$ cat src/rtl/oam_dma_pkg.sv
// Shared types, constants and address helpers for the OAM DMA controller.
// Imported by the controller and its bus multiplexer.
package oam_dma_pkg;

  typedef enum logic [1:0] {
    IDLE  = 2'd0,
    START = 2'd1,
    XFER  = 2'd2
  } dma_state_t;

  localparam logic [15:0] DMA_REG_ADR = 16'hff46;
  localparam int          N_BYTES     = 160;
  localparam logic [15:0] OAM_BASE    = 16'hfe00;
  localparam logic [7:0]  ECHO_BASE   = 8'he0;

  // I/O, HRAM and IE stay reachable by the CPU while a transfer runs.
  function automatic logic is_cpu_allowed(input logic [15:0] adr);
    return adr[15:8] == 8'hff;
  endfunction

  // Sources in the echo window E0..FF read from C0..DF instead.
  function automatic logic [7:0] eff_src(input logic [7:0] src);
    return (src >= ECHO_BASE) ? (src - 8'h20) : src;
  endfunction

endpackage

$ cat src/rtl/oam_dma_bus_mux.sv
// Combinational owner select for the external bus and the OAM port,
// plus CPU read-data return, steered by dma_active.
module oam_dma_bus_mux
  import oam_dma_pkg::is_cpu_allowed;
  import oam_dma_pkg::DMA_REG_ADR;
#(
  parameter int          N_BYTES  = 160,
  parameter logic [15:0] OAM_BASE = 16'hfe00
) (
  input  logic        i_out_en,
  input  logic        i_ce,
  input  logic        i_dma_active,
  input  logic        i_dma_run,
  input  logic [1:0]  i_phase,
  input  logic [15:0] i_dma_adr,
  input  logic [7:0]  i_dma_oam_adr,
  input  logic [7:0]  i_dma_data,
  input  logic [7:0]  i_src_reg,
  input  logic [15:0] i_cpu_adr,
  input  logic        i_cpu_rd,
  input  logic        i_cpu_wr,
  input  logic [7:0]  i_cpu_dout,
  input  logic [7:0]  i_ext_din,
  input  logic [7:0]  i_oam_din,
  output logic [7:0]  o_cpu_din,
  output logic [15:0] o_ext_adr,
  output logic        o_ext_rd,
  output logic        o_ext_wr,
  output logic [7:0]  o_ext_dout,
  output logic [7:0]  o_oam_adr,
  output logic        o_oam_wr,
  output logic [7:0]  o_oam_dout
);

  logic w_cpu_hi;
  logic w_cpu_reg;
  logic w_cpu_oam;
  logic w_cpu_hole;

  assign w_cpu_hi   = is_cpu_allowed(i_cpu_adr);
  assign w_cpu_reg  = (i_cpu_adr == DMA_REG_ADR);
  assign w_cpu_oam  = (i_cpu_adr >= OAM_BASE) && (i_cpu_adr < (OAM_BASE + 16'(N_BYTES)));
  assign w_cpu_hole = (i_cpu_adr[15:8] == OAM_BASE[15:8]) && !w_cpu_oam;

  always_comb begin
    o_ext_adr  = 16'h0000;
    o_ext_rd   = 1'b0;
    o_ext_wr   = 1'b0;
    o_ext_dout = 8'h00;
    o_oam_adr  = 8'h00;
    o_oam_wr   = 1'b0;
    o_oam_dout = 8'h00;
    o_cpu_din  = 8'hff;
    if (i_out_en) begin
      if (i_dma_active) begin
        // DMA owns both ports; the CPU only sees FFxx (data path of the bus).
        o_ext_adr  = i_dma_adr;
        o_ext_rd   = i_ce && i_dma_run && (i_phase != 2'd3);
        o_oam_adr  = i_dma_oam_adr;
        o_oam_dout = i_dma_data;
        o_oam_wr   = i_ce && i_dma_run && (i_phase == 2'd3);
        if (w_cpu_reg) begin
          o_cpu_din = i_src_reg;
        end else if (w_cpu_hi) begin
          o_cpu_din = i_ext_din;
        end
      end else begin
        o_ext_adr  = i_cpu_adr;
        o_ext_rd   = i_ce && i_cpu_rd;
        o_ext_wr   = i_ce && i_cpu_wr;
        o_ext_dout = i_cpu_dout;
        o_oam_adr  = i_cpu_adr[7:0];
        o_oam_dout = i_cpu_dout;
        o_oam_wr   = i_ce && i_cpu_wr && w_cpu_oam;
        if (w_cpu_reg) begin
          o_cpu_din = i_src_reg;
        end else if (w_cpu_oam) begin
          o_cpu_din = i_oam_din;
        end else if (w_cpu_hole) begin
          o_cpu_din = 8'h00;
        end else begin
          o_cpu_din = i_ext_din;
        end
      end
    end
  end

endmodule

$ cat src/rtl/oam_dma_ctrl.sv
// OAM DMA sequencer: FF46 write starts a 160-byte copy into OAM, one byte
// per M-cycle, with CPU lockout handled by the bus multiplexer.
module oam_dma_ctrl #(
  parameter int          N_BYTES  = oam_dma_pkg::N_BYTES,
  parameter logic [15:0] OAM_BASE = oam_dma_pkg::OAM_BASE
) (
  input  logic        clk,
  input  logic        reset_n,
  input  logic        ce,
  input  logic        t1,
  input  logic [15:0] cpu_adr,
  input  logic        cpu_rd,
  input  logic        cpu_wr,
  input  logic [7:0]  cpu_dout,
  output logic [7:0]  cpu_din,
  output logic [15:0] ext_adr,
  output logic        ext_rd,
  output logic        ext_wr,
  output logic [7:0]  ext_dout,
  input  logic [7:0]  ext_din,
  output logic [7:0]  oam_adr,
  output logic        oam_wr,
  output logic [7:0]  oam_dout,
  input  logic [7:0]  oam_din,
  output logic        dma_active
);
  import oam_dma_pkg::dma_state_t;
  import oam_dma_pkg::IDLE;
  import oam_dma_pkg::START;
  import oam_dma_pkg::XFER;
  import oam_dma_pkg::DMA_REG_ADR;
  import oam_dma_pkg::eff_src;

  localparam logic [7:0] LAST_IDX = 8'(N_BYTES - 1);

  dma_state_t  r_state;
  logic [1:0]  r_tph;
  logic [7:0]  r_cnt;
  logic [7:0]  r_src;
  logic [7:0]  r_xfer_src;
  logic [7:0]  r_data;
  logic        r_active;
  logic        r_out_en;

  logic [1:0]  w_phase;
  logic        w_run;
  logic        w_reg_wr;

  // r_tph remembers the phase of the last enabled T-cycle; t1 re-aligns it.
  assign w_phase  = t1 ? 2'd0 : (r_tph + 2'd1);
  // A byte is in flight during XFER and during a restart's START M-cycle.
  assign w_run    = r_active && (r_cnt <= LAST_IDX);
  assign w_reg_wr = cpu_wr && (cpu_adr == DMA_REG_ADR);

  always_ff @(posedge clk) begin
    if (!reset_n) begin
      r_state    <= IDLE;
      r_tph      <= 2'd3;
      r_cnt      <= 8'h00;
      r_src      <= 8'hff;
      r_xfer_src <= 8'hff;
      r_data     <= 8'h00;
      r_active   <= 1'b0;
      r_out_en   <= 1'b0;
    end else begin
      r_out_en <= 1'b1;
      if (ce) begin
        r_tph <= w_phase;
        if (w_phase == 2'd2 && w_run) begin
          r_data <= ext_din;
        end
        // End of T4 is the M-cycle boundary: the next state owns the coming T1.
        if (w_phase == 2'd3) begin
          if (w_run) begin
            r_cnt <= r_cnt + 8'd1;
          end
          if (w_reg_wr) begin
            r_src   <= cpu_dout;
            r_state <= START;
          end else begin
            case (r_state)
              START: begin
                r_state    <= XFER;
                r_cnt      <= 8'h00;
                r_xfer_src <= eff_src(r_src);
                r_active   <= 1'b1;
              end
              XFER: begin
                if (r_cnt == LAST_IDX) begin
                  r_state  <= IDLE;
                  r_active <= 1'b0;
                end
              end
              default: begin
              end
            endcase
          end
        end
      end
    end
  end

  assign dma_active = r_active;

  oam_dma_bus_mux #(
    .N_BYTES  (N_BYTES),
    .OAM_BASE (OAM_BASE)
  ) u_bus_mux (
    .i_out_en      (r_out_en),
    .i_ce          (ce),
    .i_dma_active  (r_active),
    .i_dma_run     (w_run),
    .i_phase       (w_phase),
    .i_dma_adr     ({r_xfer_src, r_cnt}),
    .i_dma_oam_adr (r_cnt),
    .i_dma_data    (r_data),
    .i_src_reg     (r_src),
    .i_cpu_adr     (cpu_adr),
    .i_cpu_rd      (cpu_rd),
    .i_cpu_wr      (cpu_wr),
    .i_cpu_dout    (cpu_dout),
    .i_ext_din     (ext_din),
    .i_oam_din     (oam_din),
    .o_cpu_din     (cpu_din),
    .o_ext_adr     (ext_adr),
    .o_ext_rd      (ext_rd),
    .o_ext_wr      (ext_wr),
    .o_ext_dout    (ext_dout),
    .o_oam_adr     (oam_adr),
    .o_oam_wr      (oam_wr),
    .o_oam_dout    (oam_dout)
  );

endmodule

$ cat config.mk
export PLATFORM = sky130hd
export DESIGN_NAME = oam_dma_ctrl
export DESIGN_NICKNAME = d
export VERILOG_FILES = /design/src/rtl/oam_dma_pkg.sv /design/src/rtl/oam_dma_bus_mux.sv /design/src/rtl/oam_dma_ctrl.sv
export SDC_FILE = /design/constraint.sdc
export NUM_CORES = 1
export LEC_CHECK = 0
export CAP_MARGIN = 20
export CORE_UTILIZATION = 38
export DETAILED_ROUTE_END_ITERATION = 6
export DONT_BUFFER_PORTS = 1
export GPL_ROUTABILITY_DRIVEN = 0
export GPL_TIMING_DRIVEN = 1
export PLACE_DENSITY = 0.62
export SYNTH_ARGS = -nofsm -noshare
export SYNTH_HDL_FRONTEND = slang
export SYNTH_HIERARCHICAL = 1
export SYNTH_SLANG_ARGS = --single-unit
$ cat constraint.sdc
create_clock -name clk -period 4 [get_ports clk]
set_input_delay 0.8 -clock clk [delete_from_list [all_inputs] [get_ports clk]]
set_output_delay 0.8 -clock clk [all_outputs]
set_load 0.02 [all_outputs]
==> results.ini <==
[outcome]
run_status = finished, final reports clean

[clock_tree]
clkTransAtPathRegs_ns = 0.08
clkSinkCount = 38
cts_setup_buffers = 0
clockBufferDepth = 2
h-tree-depth = 2
cts_resized = 0
cts_made_buffers = 5
insertion_delay_ns = 0.29
cts_hold_buf = 0
cts_root_buf = clkbuf_8
cts_tree = done

[worst_setup_path]
required_ns = 3.20
r2r_cells = 4
crit_path_max_fanout = 20
worstPathArrival_ns = 2.35
cp-start-kind = flop
cp-end-kind = output port
r2r_end = r_cnt[6]
rrSetupSlack_ns = 1.96
path_class = flop to output port
r2r_start = dma_active

[route]
antenna_left = 0
wl_per_cell_um = 18.3
num_vias = 2488
vias_per_cell = 5.80
drcViolationCount = 0
drt_iter0_markers = 187
firstDrtPassIters = 4
routed_wl_um = 7840

[power_and_ir_drop]
pwr_density_cell_mw_per_mm2 = 282
clkPwrFrac_pct = 39.5
pwr-share-seq_pct = 46.8
power_leakage_nw = 1.09
power_switching_w = 0.000216
power_switching_share_pct = 26.4
peakVddDrop_v = 0.000126
p_comb_share_pct = 13.7
p_int_w = 0.000601

[place]
dpl.cell_count = 421
io_buffers = 0
dp_hpwl_um = 5890
place_area_mm2 = 0.00279

[die]
die_w_um = 86.4
start_util_pct = 39.6
die_area_mm2 = 0.00746
core_mm2 = 0.00683
io_pins = 98
chipHeight_um = 86.4
rows = 30

[final_layout]
layout_common_cells = nand2_1, dfxtp_1, mux2i_1
antenna_cells = 0
area_delta_synth_final_pct = 7.17
finalNonFillerCells = 429
final_layout_size_suffix_gt1_share_pct = 7.21
fillers = 717
finalNetCount = 380
final_cell_area_mm2 = 0.00290
final_common_cell = nand2_1

[hold_path]
holdCritPathClass = flop to flop
hp-start = r_xfer_src[6]
whs_path_depth = 1
hold_end = r_xfer_src[6]

[grt]
grt_overflow = 0
grt_pass1_vias = 2336
grtUsageTotal_pct = 21.1
antenna_found_initial = 0
grt_pass1_wl_um = 12100
grt_max_degree = 37

[synthesis]
synth_ff_type = dfxtp_1
yosysWarnings = 6
synthCells = 338
synth-edff-count = 0
ys_types = 55
synthesis.nets = 386
ys_seq_elements = 38
async_flop_share_pct = 0
synth.avg_cell_area_um2 = 8.00
syn_area_mm2 = 0.00271
ys_seq_area_share_pct = 28.1

[timing]
timing.final.hold_violations = 0
setup_viol = 0
rsz0062_at_grt = no
worst_slew_pin_slew_ns = 0.696
finalSetupTns_ns = 0
clock_skew_ns = 0.00970
min_period_ns = 3.15
fmaxAchievable_ghz = 0.318
slew_viol_final = 0
relSlewSlack_pct = 53.2
period_share_pct = 78.7

[job]
maxCapViolCount = 0

cells in the mapped netlist, drive strengths merged, types with 3 or more instances:
master  number  area share [%]
and3         4            0.92
and2         9             2.1
or2          3            0.79
nand2b       3            0.69
o31a         8             2.6
nand3       14             2.8
o22ai       10             2.3
nand4       10             2.5
buf          7             1.7
a31oi       11             2.5
nor3        17             3.6
nor2b       18             4.4
o21a         3            0.88
a21boi      16             4.4
xor2         4             1.3
o21ai        4            0.88
clkbuf      10             1.4
nor2        30             4.2
inv          5            0.69
nand2       43             6.0
mux2i       36              13
dfxtp       38              28
nor4         4             2.0
a21oi        8             1.5
registers in the layout, indices dropped and copies added (netlist names):
| name | count |
|---|---|
| r_src | 8 |
| r_data | 8 |
| r_xfer_src | 8 |
| dma_active | 1 |
| r_out_en | 1 |
| r_cnt | 8 |
| r_tph | 2 |
| r_state | 2 |
power by group through the flow:
stage	Combinational [W]	Clock, W	Sequential (W)
3_5_place_dp	0.000113	0	0.000392
4_1_cts	0.000113	0.000323	0.000383
2_1_floorplan	0.0000988	0	0.000391
6_report	0.000112	0.000323	0.000383
5_1_grt	0.000121	0.000340	0.000383
3_3_place_gp	0.000109	0	0.000391
final cells by class:
class / instances / area [um^2] / area share (%)
Clock buffer: 7 / 76.3 / 2.63
Tap cell: 96 / 120 / 4.14
Clock inverter: 1 / 30.0 / 1.04
Multi-Input combinational cell: 277 / 1840 / 63.4
Sequential cell: 38 / 762 / 26.3
Timing Repair Buffer: 4 / 50.0 / 1.73
Inverter: 6 / 22.5 / 0.777
critical path: stages (launching register included):
cell and delay, ns:
dfxtp_2 0.49, buf_4 0.29, or2_1 0.27, nor4_4 0.42, nand2_1 0.11, a31oi_1 0.47
metrics by stage:
| stage | total power (W) | setup slack (ns) | util [%] | hold WS, ns |
|---|---|---|---|---|
| after CTS | 0.000819 | 0.867 | 42.4 | 0.472 |
| after global routing | 0.000844 | 0.681 | 42.4 | 0.487 |
| after detailed placement | 0.000504 | 0.971 | 40.9 | 0.454 |
| final | 0.000818 | 0.852 | 42.4 | 0.471 |
| after global placement | 0.000500 | 1.03 | 40.5 | 0.455 |
| after floorplan | 0.000490 | 1.19 | - | 0.435 |
worst max path at each step:
stage / from / to / slack (ns) / cells after the start
2_1_floorplan: cpu_adr[3] / cpu_din[5] / 1.19 / 4
3_3_place_gp: cpu_adr[3] / cpu_din[5] / 1.03 / 4
3_5_place_dp: cpu_adr[3] / cpu_din[5] / 0.97 / 4
4_1_cts: dma_active / cpu_din[3] / 0.87 / 5
5_1_grt: dma_active / cpu_din[6] / 0.68 / 5
6_report: dma_active / cpu_din[3] / 0.85 / 5
kinds of logic (layout without fill, tap and decap cells):
family                   after synthesis  after routing  synth area share, %
AO/OA/AOI/OAI                         67             67                 17.4
buffers and inverters                 23             18                 3.93
XOR/XNOR                               5              5                 1.62
AND/OR/NAND/NOR                      167            167                 34.7
adder cells (fa/ha/maj)                2              2                0.925
flip-flops                            38             38                 28.1
multiplexers                          36             36                 13.3
per-layer routing:
metal	global-route usage [%]	wire [um]	vias to the layer above	part of all wire (%)
li1	-	-	1219	-
met1	29.6	3600	1163	46
met2	31.5	3490	93	45
met3	5.62	636	13	8.1
met4	6.52	104	0	1.3
met5	0	0	-	0
(Power assumes the default switching activity.)
